<file path="src/rtl/sdram_request_arbiter.sv">
// sdram_request_arbiter: round-robin single-word arbiter in front of one SDRAM controller
// optional watchdog enabled by SDRAM_ARB_TIMEOUT_EN
module sdram_request_arbiter #(
    parameter int NUM_PORTS      = 3,
    parameter int TIMEOUT_CYCLES = 256
) (
    input  logic                    activeClock,
    input  logic                    reset,
    input  logic [NUM_PORTS-1:0]    req,
    input  logic [NUM_PORTS-1:0]    reqWrite,
    input  logic [25*NUM_PORTS-1:0] reqAddress,
    input  logic [16*NUM_PORTS-1:0] reqWriteData,
    output logic [NUM_PORTS-1:0]    done,
    output logic [15:0]             readData,
    output logic                    timeoutError,
    output logic [24:0]             sdram_address,
    output logic [15:0]             sdram_inputData,
    output logic                    sdram_isWriting,
    output logic                    sdram_inputValid,
    input  logic [15:0]             sdram_outputData,
    input  logic                    sdram_outputValid,
    input  logic                    sdram_isBusy,
    input  logic                    sdram_recievedCommand
);
    localparam int PW = $clog2(NUM_PORTS);
    typedef enum logic [1:0] {IDLE, ISSUE, WAIT_DONE, DONE} state_t;
    state_t        state;
    logic [PW-1:0] last_grant, winner, pick;
    logic          found, settled, expired, complete;
    always_comb begin
        pick  = last_grant;
        found = 1'b0;
        for (int i = 1; i <= NUM_PORTS; i++) begin
            if (!found && req[PW'((int'(last_grant) + i) % NUM_PORTS)]) begin
                pick  = PW'((int'(last_grant) + i) % NUM_PORTS);
                found = 1'b1;
            end
        end
    end
    // a write may not have raised isBusy yet on the first WAIT_DONE cycle
    assign complete = sdram_isWriting ? settled && !sdram_isBusy : sdram_outputValid;
    always_ff @(posedge activeClock) begin
        if (reset) begin
            state            <= IDLE;
            last_grant       <= PW'(NUM_PORTS - 1);
            winner           <= '0;
            settled          <= 1'b0;
            done             <= '0;
            readData         <= '0;
            sdram_address    <= '0;
            sdram_inputData  <= '0;
            sdram_isWriting  <= 1'b0;
            sdram_inputValid <= 1'b0;
        end else begin
            done <= '0;
            case (state)
                IDLE: if (found && !sdram_isBusy) begin
                    winner           <= pick;
                    sdram_address    <= reqAddress[25*pick +: 25];
                    sdram_inputData  <= reqWriteData[16*pick +: 16];
                    sdram_isWriting  <= reqWrite[pick];
                    sdram_inputValid <= 1'b1;
                    state            <= ISSUE;
                end
                ISSUE: if (expired || sdram_recievedCommand) begin
                    sdram_inputValid <= 1'b0;
                    settled          <= 1'b0;
                    done[winner]     <= expired;
                    state            <= expired ? DONE : WAIT_DONE;
                end
                WAIT_DONE: if (expired || complete) begin
                    if (!expired && !sdram_isWriting) readData <= sdram_outputData;
                    done[winner] <= 1'b1;
                    state        <= DONE;
                end else begin
                    settled <= 1'b1;
                end
                default: begin
                    last_grant <= winner;
                    state      <= IDLE;
                end
            endcase
        end
    end
`ifdef SDRAM_ARB_TIMEOUT_EN
    logic [15:0] timer;
    logic        timed_out;
    assign expired      = (state == ISSUE || state == WAIT_DONE) && timer == 16'(TIMEOUT_CYCLES - 1);
    assign timeoutError = timed_out;
    always_ff @(posedge activeClock) begin
        timer     <= (reset || state == IDLE || state == DONE) ? '0 : timer + 16'd1;
        timed_out <= !reset && expired;
    end
`else
    assign expired      = 1'b0;
    assign timeoutError = 1'b0;
`endif
endmodule
</file>
<file path="config.mk">
export PLATFORM = sky130hd
export DESIGN_NAME = sdram_request_arbiter
export DESIGN_NICKNAME = d
export VERILOG_FILES = /design/src/rtl/sdram_request_arbiter.sv
export SDC_FILE = /design/constraint.sdc
export NUM_CORES = 1
export LEC_CHECK = 0
export BUFFER_PORTS_ARGS = -buffer_cell sky130_fd_sc_hd__buf_2
export CAP_MARGIN = 0
export CORE_UTILIZATION = 35
export CTS_CLUSTER_SIZE = 20
export DETAILED_ROUTE_END_ITERATION = 10
export PLACE_DENSITY = 0.68
export SYNTH_ARGS = -nofsm -noshare
export SYNTH_HDL_FRONTEND = slang
export SYNTH_SLANG_ARGS = --single-unit
export TNS_END_PERCENT = 10
</file>
<file path="constraint.sdc">
create_clock -name activeClock -period 3 [get_ports activeClock]
set_input_delay 0.3 -clock activeClock [delete_from_list [all_inputs] [get_ports activeClock]]
set_output_delay 0.3 -clock activeClock [all_outputs]
set_load 0.1 [all_outputs]
</file>
==> results of run 1 <==
## worst reg2reg max path, stage by stage (launching register included)
cell and delay (ns):
dfxtp_2 0.44, inv_1 0.10, ha_1 0.28, and2_1 0.24
a2111oi_4 0.28, buf_4 0.23, o22ai_1 0.16, a22o_4 0.39
nand3_1 0.10, buf_4 0.25, o221ai_1 0.16
## worst max-delay path by stage
stage | start | endpoint | slack (ns) | cells after the start
3_5_place_dp | last_grant[0] | sdram_address[16] | -0.1 | 9
4_1_cts | last_grant[0] | sdram_inputData[9] | 0.005 | 9
5_1_grt | last_grant[1] | sdram_inputData[13] | 0.05 | 8
6_report | last_grant[0] | sdram_inputData[3] | 0.25 | 10
3_3_place_gp | last_grant[0] | sdram_address[0] | 0.08 | 9
2_1_floorplan | last_grant[0] | sdram_address[19] | 0.59 | 9
## synthesized netlist by cell type, types with 3 or more instances
| cell type | instances |
|---|---|
| o22ai_1 | 4 |
| a211oi_1 | 23 |
| a32o_1 | 24 |
| inv_1 | 50 |
| ha_1 | 8 |
| dfxtp_1 | 69 |
| a31oi_1 | 23 |
| nand3_1 | 23 |
| nand2b_1 | 4 |
| and2_1 | 3 |
| o21ai_0 | 23 |
| o21ai_1 | 22 |
| nor2_1 | 12 |
| nor2b_1 | 24 |
| buf_2 | 10 |
| mux2i_1 | 25 |
| a21oi_1 | 17 |
| nand2_1 | 58 |
| o221ai_1 | 20 |
| clkbuf_1 | 28 |
## registers in the layout, summed over array words and instances (netlist names)
register and flops:
sdram_isWriting 1, settled 1, readData 16, sdram_inputValid 1, sdram_address 25, sdram_inputData 16, done 3, state 2
winner 2, last_grant 2
## final cells by class
class | instances | share of cell area, %
Clock buffer | 9 | 4.05
Clock inverter | 7 | 1.89
Inverter | 50 | 3.37
Multi-Input combinational cell | 340 | 41.0
Sequential cell | 69 | 24.8
Tap cell | 140 | 3.15
Timing Repair Buffer | 228 | 21.7
## metrics by stage
stage | instance area (um^2) | power, mW | instances | setup TNS (ns) | setup WS [ns]
final | 5570 | 5.61 | 843 | 0 | 0.246
after global routing | 5570 | 5.87 | 843 | 0 | 0.0499
after CTS | 5540 | 5.64 | 842 | 0 | 0.00491
after detailed placement | 5190 | 4.41 | 824 | -2.12 | -0.0968
after global placement | 5190 | 4.37 | 824 | 0 | 0.0814
after floorplan | 3980 | 3.81 | 500 | 0 | 0.592
## logic make-up (layout without fill, tap and decap cells)
family	Yosys count	after routing	share of synthesized area, %
compound gates	175	177	31.6
simple gates	129	129	15.2
buf+inv	93	294	9.56
flops	69	69	34.7
mux	25	25	6.29
fa+ha+maj	8	8	2.52
other cells	1	1	0.0942
## placed cells by master, fill, tap and decap left out, types with 2 or more instances in the layout
master	count
nor2_1	12
nand2b_1	4
buf_12	2
nand3_1	23
and2_1	3
a31oi_1	23
buf_4	15
o21ai_0	23
a211oi_1	23
inv_6	3
nand2_1	58
clkbuf_16	9
mux2i_1	25
o21ai_1	22
o21a_2	2
dfxtp_1	68
bufinv_16	2
a21oi_1	17
inv_1	50
nor3b_1	2
o22ai_1	3
buf_2	211
ha_1	8
o22ai_2	3
a32o_1	24
o221ai_1	20
nor2b_1	24
## power by group through the flow
stage                     logic, mW  registers, mW  clock network, mW
after floorplan               0.914           2.90                  0
after global placement         3.06           1.31                  0
after detailed placement       3.10           1.32                  0
after CTS                      3.11           1.30               1.23
after global routing           3.27           1.33               1.27
final                          3.11           1.30               1.19
## layer usage
layer,wire length (um),global-route usage [%]
met1,5270,24.9
met2,6370,36.5
met3,968,5.32
met4,144,7.34
met5,0,0
## repair_timing
action	in CTS	in global routing
endpoints found under the hold margin	0	0
setup endpoints to repair	42	42
setup buffers	1	0
pin swaps	2	1
resized for setup	2	3
gates cloned	1	1
==> impl_metrics.env, run 1 <==
export IMPL_synthDistinctLibCells=46
export IMPL_h_tree_depth=3
export IMPL_drv_slew=0
export IMPL_antenna_found_initial=0
export IMPL_p_per_area_nw_per_um2=1010
export IMPL_cts_sinks=69
export IMPL_clk_insertion_delay_late_ns=0.34
export IMPL_synth_flop_cell="dfxtp_1"
export IMPL_setup_viol=0
export IMPL_rows=38
export IMPL_skew_ns=0.00730
export IMPL_netlist_top_cell_by_area="dfxtp_1"
export IMPL_post_route_period_util_pct=91.8
export IMPL_drtPass1Iterations=5
export IMPL_cp_max_fo=20
export IMPL_power_switching_mw=3.02
export IMPL_multiInputGateArea_um2=2280
export IMPL_synth_warnings=0
export IMPL_io_pins=213
export IMPL_max_stage_delay_ns=0.44
export IMPL_synthArstFlopShare_pct=0
export IMPL_die_w_um=109
export IMPL_synth_top_area_share_pct=34.7
export IMPL_p_leak_nw=2.65
export IMPL_cp_required_ns=3.20
export IMPL_cts_tree="yes"
export IMPL_grt_pass1_wl_um=19400
export IMPL_core_area_um2=10900
export IMPL_holdPathEnd="readData[10]"
export IMPL_ant_nets=0
export IMPL_gr_total_overflow=0
export IMPL_drive_above_1_share_pct=36.6
export IMPL_power_frac_seq_pct=23.2
export IMPL_crit_chain="inv_1 -> ha_1 -> and2_1 -> a2111oi_4 -> buf_4 -> o22ai_1 -> a22o_4 -> nand3_1 -> buf_4 -> o221ai_1"
export IMPL_intPower_mw=2.59
export IMPL_synth_edf_count=0
export IMPL_ctsLongestPathBuffers=2
export IMPL_hold_path_startpoint="sdram_outputData[10]"
export IMPL_viasPerCell=5.33
export IMPL_peakVddDrop_mv=0.748
export IMPL_grt_max_degree=28
export IMPL_final_hold_viol_count=0
export IMPL_wirelength_um=12800
export IMPL_start_util_pct=36.4
export IMPL_vias=4490
export IMPL_r2r_cells=10
export IMPL_grt_pass1_vias=4123
export IMPL_netlist_instances=500
export IMPL_whs_ns=0.202
export IMPL_die_h_um=109
export IMPL_dp_hpwl_um=9140
export IMPL_end_kind="register"
export IMPL_worst_slew_pin_slew_ns=0.968
export IMPL_die_area_um2=11800
export IMPL_reg2reg_from="last_grant[0]"
export IMPL_clockRootBuffer="clkbuf_16"
export IMPL_cpMostUsedCell="buf_4"
export IMPL_syn_num_nets=658
export IMPL_rsz0062_at_grt="no"
export IMPL_ff2ff_setup_slack_ns=0.25
export IMPL_fin_util_pct=50.9
export IMPL_numPortBuffers=211
export IMPL_path_clk_slew_ns=0.06
export IMPL_combPwrFrac_pct=55.5
export IMPL_cpMaxStageDelayCell="dfxtp_2"
export IMPL_worst_setup_path_start_kind="register"
export IMPL_areaGrowthSynthToFinish_pct=39.9
export IMPL_drcViolationCount=0
export IMPL_cp_top_family="compound AO/OA/AOI/OAI gates"
export IMPL_synth_seq_cells=69
export IMPL_hold_depth=3
export IMPL_clkPwrFrac_pct=21.3
export IMPL_antenna_cells=0
export IMPL_netSwitchingFraction_pct=53.7
export IMPL_reg2reg_to="sdram_inputData[3]"
export IMPL_syn_avg_cell_area_um2=7.96
export IMPL_drt_iter0_markers=256
export IMPL_place_congestion=0.866
export IMPL_fillerInstances=1052
export IMPL_finalNetCount=856
export IMPL_status="complete, no violations"
export IMPL_postCtsHoldBufs=0
export IMPL_hold_path_class="primary input to register"
export IMPL_critPathBufInv=3
export IMPL_crit_type="register to register"
export IMPL_relSlewSlack_pct=35.5
export IMPL_seqCellArea_um2=1380
export IMPL_wl_per_cell_um=15.1
export IMPL_crit_arrival_ns=2.95
export IMPL_final_min_clock_period_ns=2.75
export IMPL_max_freq_mhz=363
export IMPL_syn_area_um2=3980
export IMPL_yosys_top_cells_area="dfxtp_1 (35%), mux2i_1 (6.3%), a32o_1 (6.0%), nand2_1 (5.5%), inv_1 (4.7%)"
export IMPL_drv_cap=0
export IMPL_ys_seq_area_share_pct=34.7
export IMPL_numCtsBuffers=9
export IMPL_track_usage_pct=21.0
No activity file was read; power rests on OpenSTA's default activity.
==> run 2: changes to the inputs <==
--- a/config.mk
+++ b/config.mk
@@ -11,6 +11,7 @@
 export CTS_CLUSTER_SIZE = 20
 export DETAILED_ROUTE_END_ITERATION = 10
 export PLACE_DENSITY = 0.68
+export SETUP_SLACK_MARGIN = 0.3
 export SYNTH_ARGS = -nofsm -noshare
 export SYNTH_HDL_FRONTEND = slang
 export SYNTH_SLANG_ARGS = --single-unit
==> run 2 against run 1 <==
Count of clock-buffer cells in the layout did not move. Final cell count rose by 0.47%. Register-to-register slack improved by 0.21 ns. Clock skew fell by 0.00074 ns. Largest cell class unchanged. Cell area rose by 2.0%. Non-clock buffer count rose by 4. Hold slack barely moved. Clock power barely moved. Fmax rose by 8.4%. Sequential cell count did not move. Sequential share of layout area fell by 0.45 points. Routed wire length rose by 1.1%.
==> impl_metrics.env, run 2 (synthesis gave the netlist of run 1 again) <==
export IMPL_status="complete, no violations"
export IMPL_worst_slew_pin_slew_ns=0.644
export IMPL_cp_required_ns=3.25
export IMPL_io_pins=213
export IMPL_max_freq_mhz=394
export IMPL_drt_iter0_markers=250
export IMPL_finalPower_mw=5.66
export IMPL_p_leak_nw=2.68
export IMPL_rsz0062_at_grt="no"
export IMPL_hold_path_class="primary input to register"
export IMPL_drv_cap=0
export IMPL_wirelength_um=12900
export IMPL_die_h_um=109
export IMPL_numCtsBuffers=9
export IMPL_wl_per_cell_um=15.2
export IMPL_mostFrequentLayoutCells="buf_2 (211), dfxtp_1 (68), nand2_1 (58)"
export IMPL_clockRootBuffer="clkbuf_16"
export IMPL_crit_type="register to register"
export IMPL_cp_max_fo=23
export IMPL_skew_ns=0.00656
export IMPL_cts_tree="yes"
export IMPL_drive_above_1_share_pct=38.0
export IMPL_die_area_um2=11800
export IMPL_largest_register_ffs=25
export IMPL_h_tree_depth=3
export IMPL_relSlewSlack_pct=57.1
export IMPL_layout_cells_non_filler=847
export IMPL_start_util_pct=36.4
export IMPL_setup_tns_final_ns=0
export IMPL_gr_total_overflow=0
export IMPL_peakVddDrop_mv=0.746
export IMPL_place_congestion=0.866
export IMPL_dp_hpwl_um=9140
export IMPL_cts_sinks=69
export IMPL_rows=38
export IMPL_top_register="sdram_address"
export IMPL_post_route_period_util_pct=84.7
export IMPL_final_common_cell="buf_2"
export IMPL_vias=4514
export IMPL_end_kind="register"
export IMPL_grt_pass1_wl_um=19600
export IMPL_path_clk_slew_ns=0.06
export IMPL_areaGrowthSynthToFinish_pct=42.7
export IMPL_antenna_found_initial=0
export IMPL_ctsLongestPathBuffers=2
export IMPL_drtPass1Iterations=5
export IMPL_core_area_um2=10900
export IMPL_grt_max_degree=28
export IMPL_setup_viol=0
export IMPL_crit_arrival_ns=2.79
export IMPL_ant_nets=0
export IMPL_track_usage_pct=21.2
export IMPL_clk_insertion_delay_late_ns=0.33
export IMPL_drv_slew=0
export IMPL_antenna_cells=0
export IMPL_die_w_um=109
export IMPL_p_per_area_nw_per_um2=997
export IMPL_grt_pass1_vias=4158
export IMPL_worst_setup_path_start_kind="register"
export IMPL_final_min_clock_period_ns=2.54
export IMPL_final_hold_viol_count=0
export IMPL_viasPerCell=5.33
export IMPL_drcViolationCount=0
export IMPL_place_inst=824
export IMPL_top_regs="sdram_address: 25 flops, readData: 16 flops, sdram_inputData: 16 flops"
export IMPL_finalNetCount=860
export IMPL_numPortBuffers=211
run 2: cell count changes in the layout (fill, tap and decap cells not counted), sizes merged:
cell | previous run | this run
buf | 228 | 231
clkbuf | 9 | 10
run 2: what timing repair did:
action	in CTS	in global routing
endpoints found under the setup margin	43	42
hold buffers	0	0
resized for setup	6	16
cloned	2	1
buffers inserted	1	3
pin swaps	2	3
run 2: final timing paths:
path | start | endpoint | slack [ns] | cells past startpoint
worst max-delay path | last_grant[0] | sdram_address[20] | 0.46 | 10
worst max register to register | last_grant[0] | sdram_address[20] | 0.46 | 10
worst min register to register | readData[15] | readData[15] | 0.45 | 2
worst min-delay path | sdram_outputData[10] | readData[10] | 0.20 | 3
run 2: final cells by class:
class                      count  area (um^2)
tap                          140          175
timing repair buffer         232         1270
sequential                    69         1390
clock inverter                 7          105
fill                        1036         5260
clock buffer                   9          225
inverter                      50          188
multi-input combinational    340         2330
run 2: metrics by stage:
step	util [%]	setup slack [ns]	area, um^2	hold slack (ns)
final	51.9	0.460	5680	0.201
after global routing	51.9	0.336	5680	0.201
after CTS	50.9	0.288	5570	0.196
after detailed placement	47.4	-0.0968	5190	0.443
after global placement	47.4	0.0814	5190	0.439
after floorplan	-	0.592	3980	0.436
run 2: critical path, stage by stage, from the launching register on:
cell	delay (ns)
dfxtp_4	0.39
inv_1	0.09
ha_1	0.33
mux2i_2	0.36
o22ai_4	0.17
o21a_2	0.18
buf_6	0.17
a22oi_2	0.20
buf_6	0.22
o21ai_1	0.14
a31oi_1	0.20
run 2: per-layer routing:
| metal | up-vias | GRT usage (%) | wire [um] |
|---|---|---|---|
| met4 | 0 | 7.43 | 131 |
| met1 | 2101 | 25.1 | 5380 |
| met3 | 9 | 5.56 | 917 |
| li1 | 2225 | - | - |
| met2 | 179 | 36.8 | 6470 |
| met5 | - | 0 | 0 |
run 2: power breakdown:
part           switching [mW]  internal [mW]
logic                    2.44          0.726
clock network           0.449          0.743
registers               0.136           1.17
total                    3.03           2.63
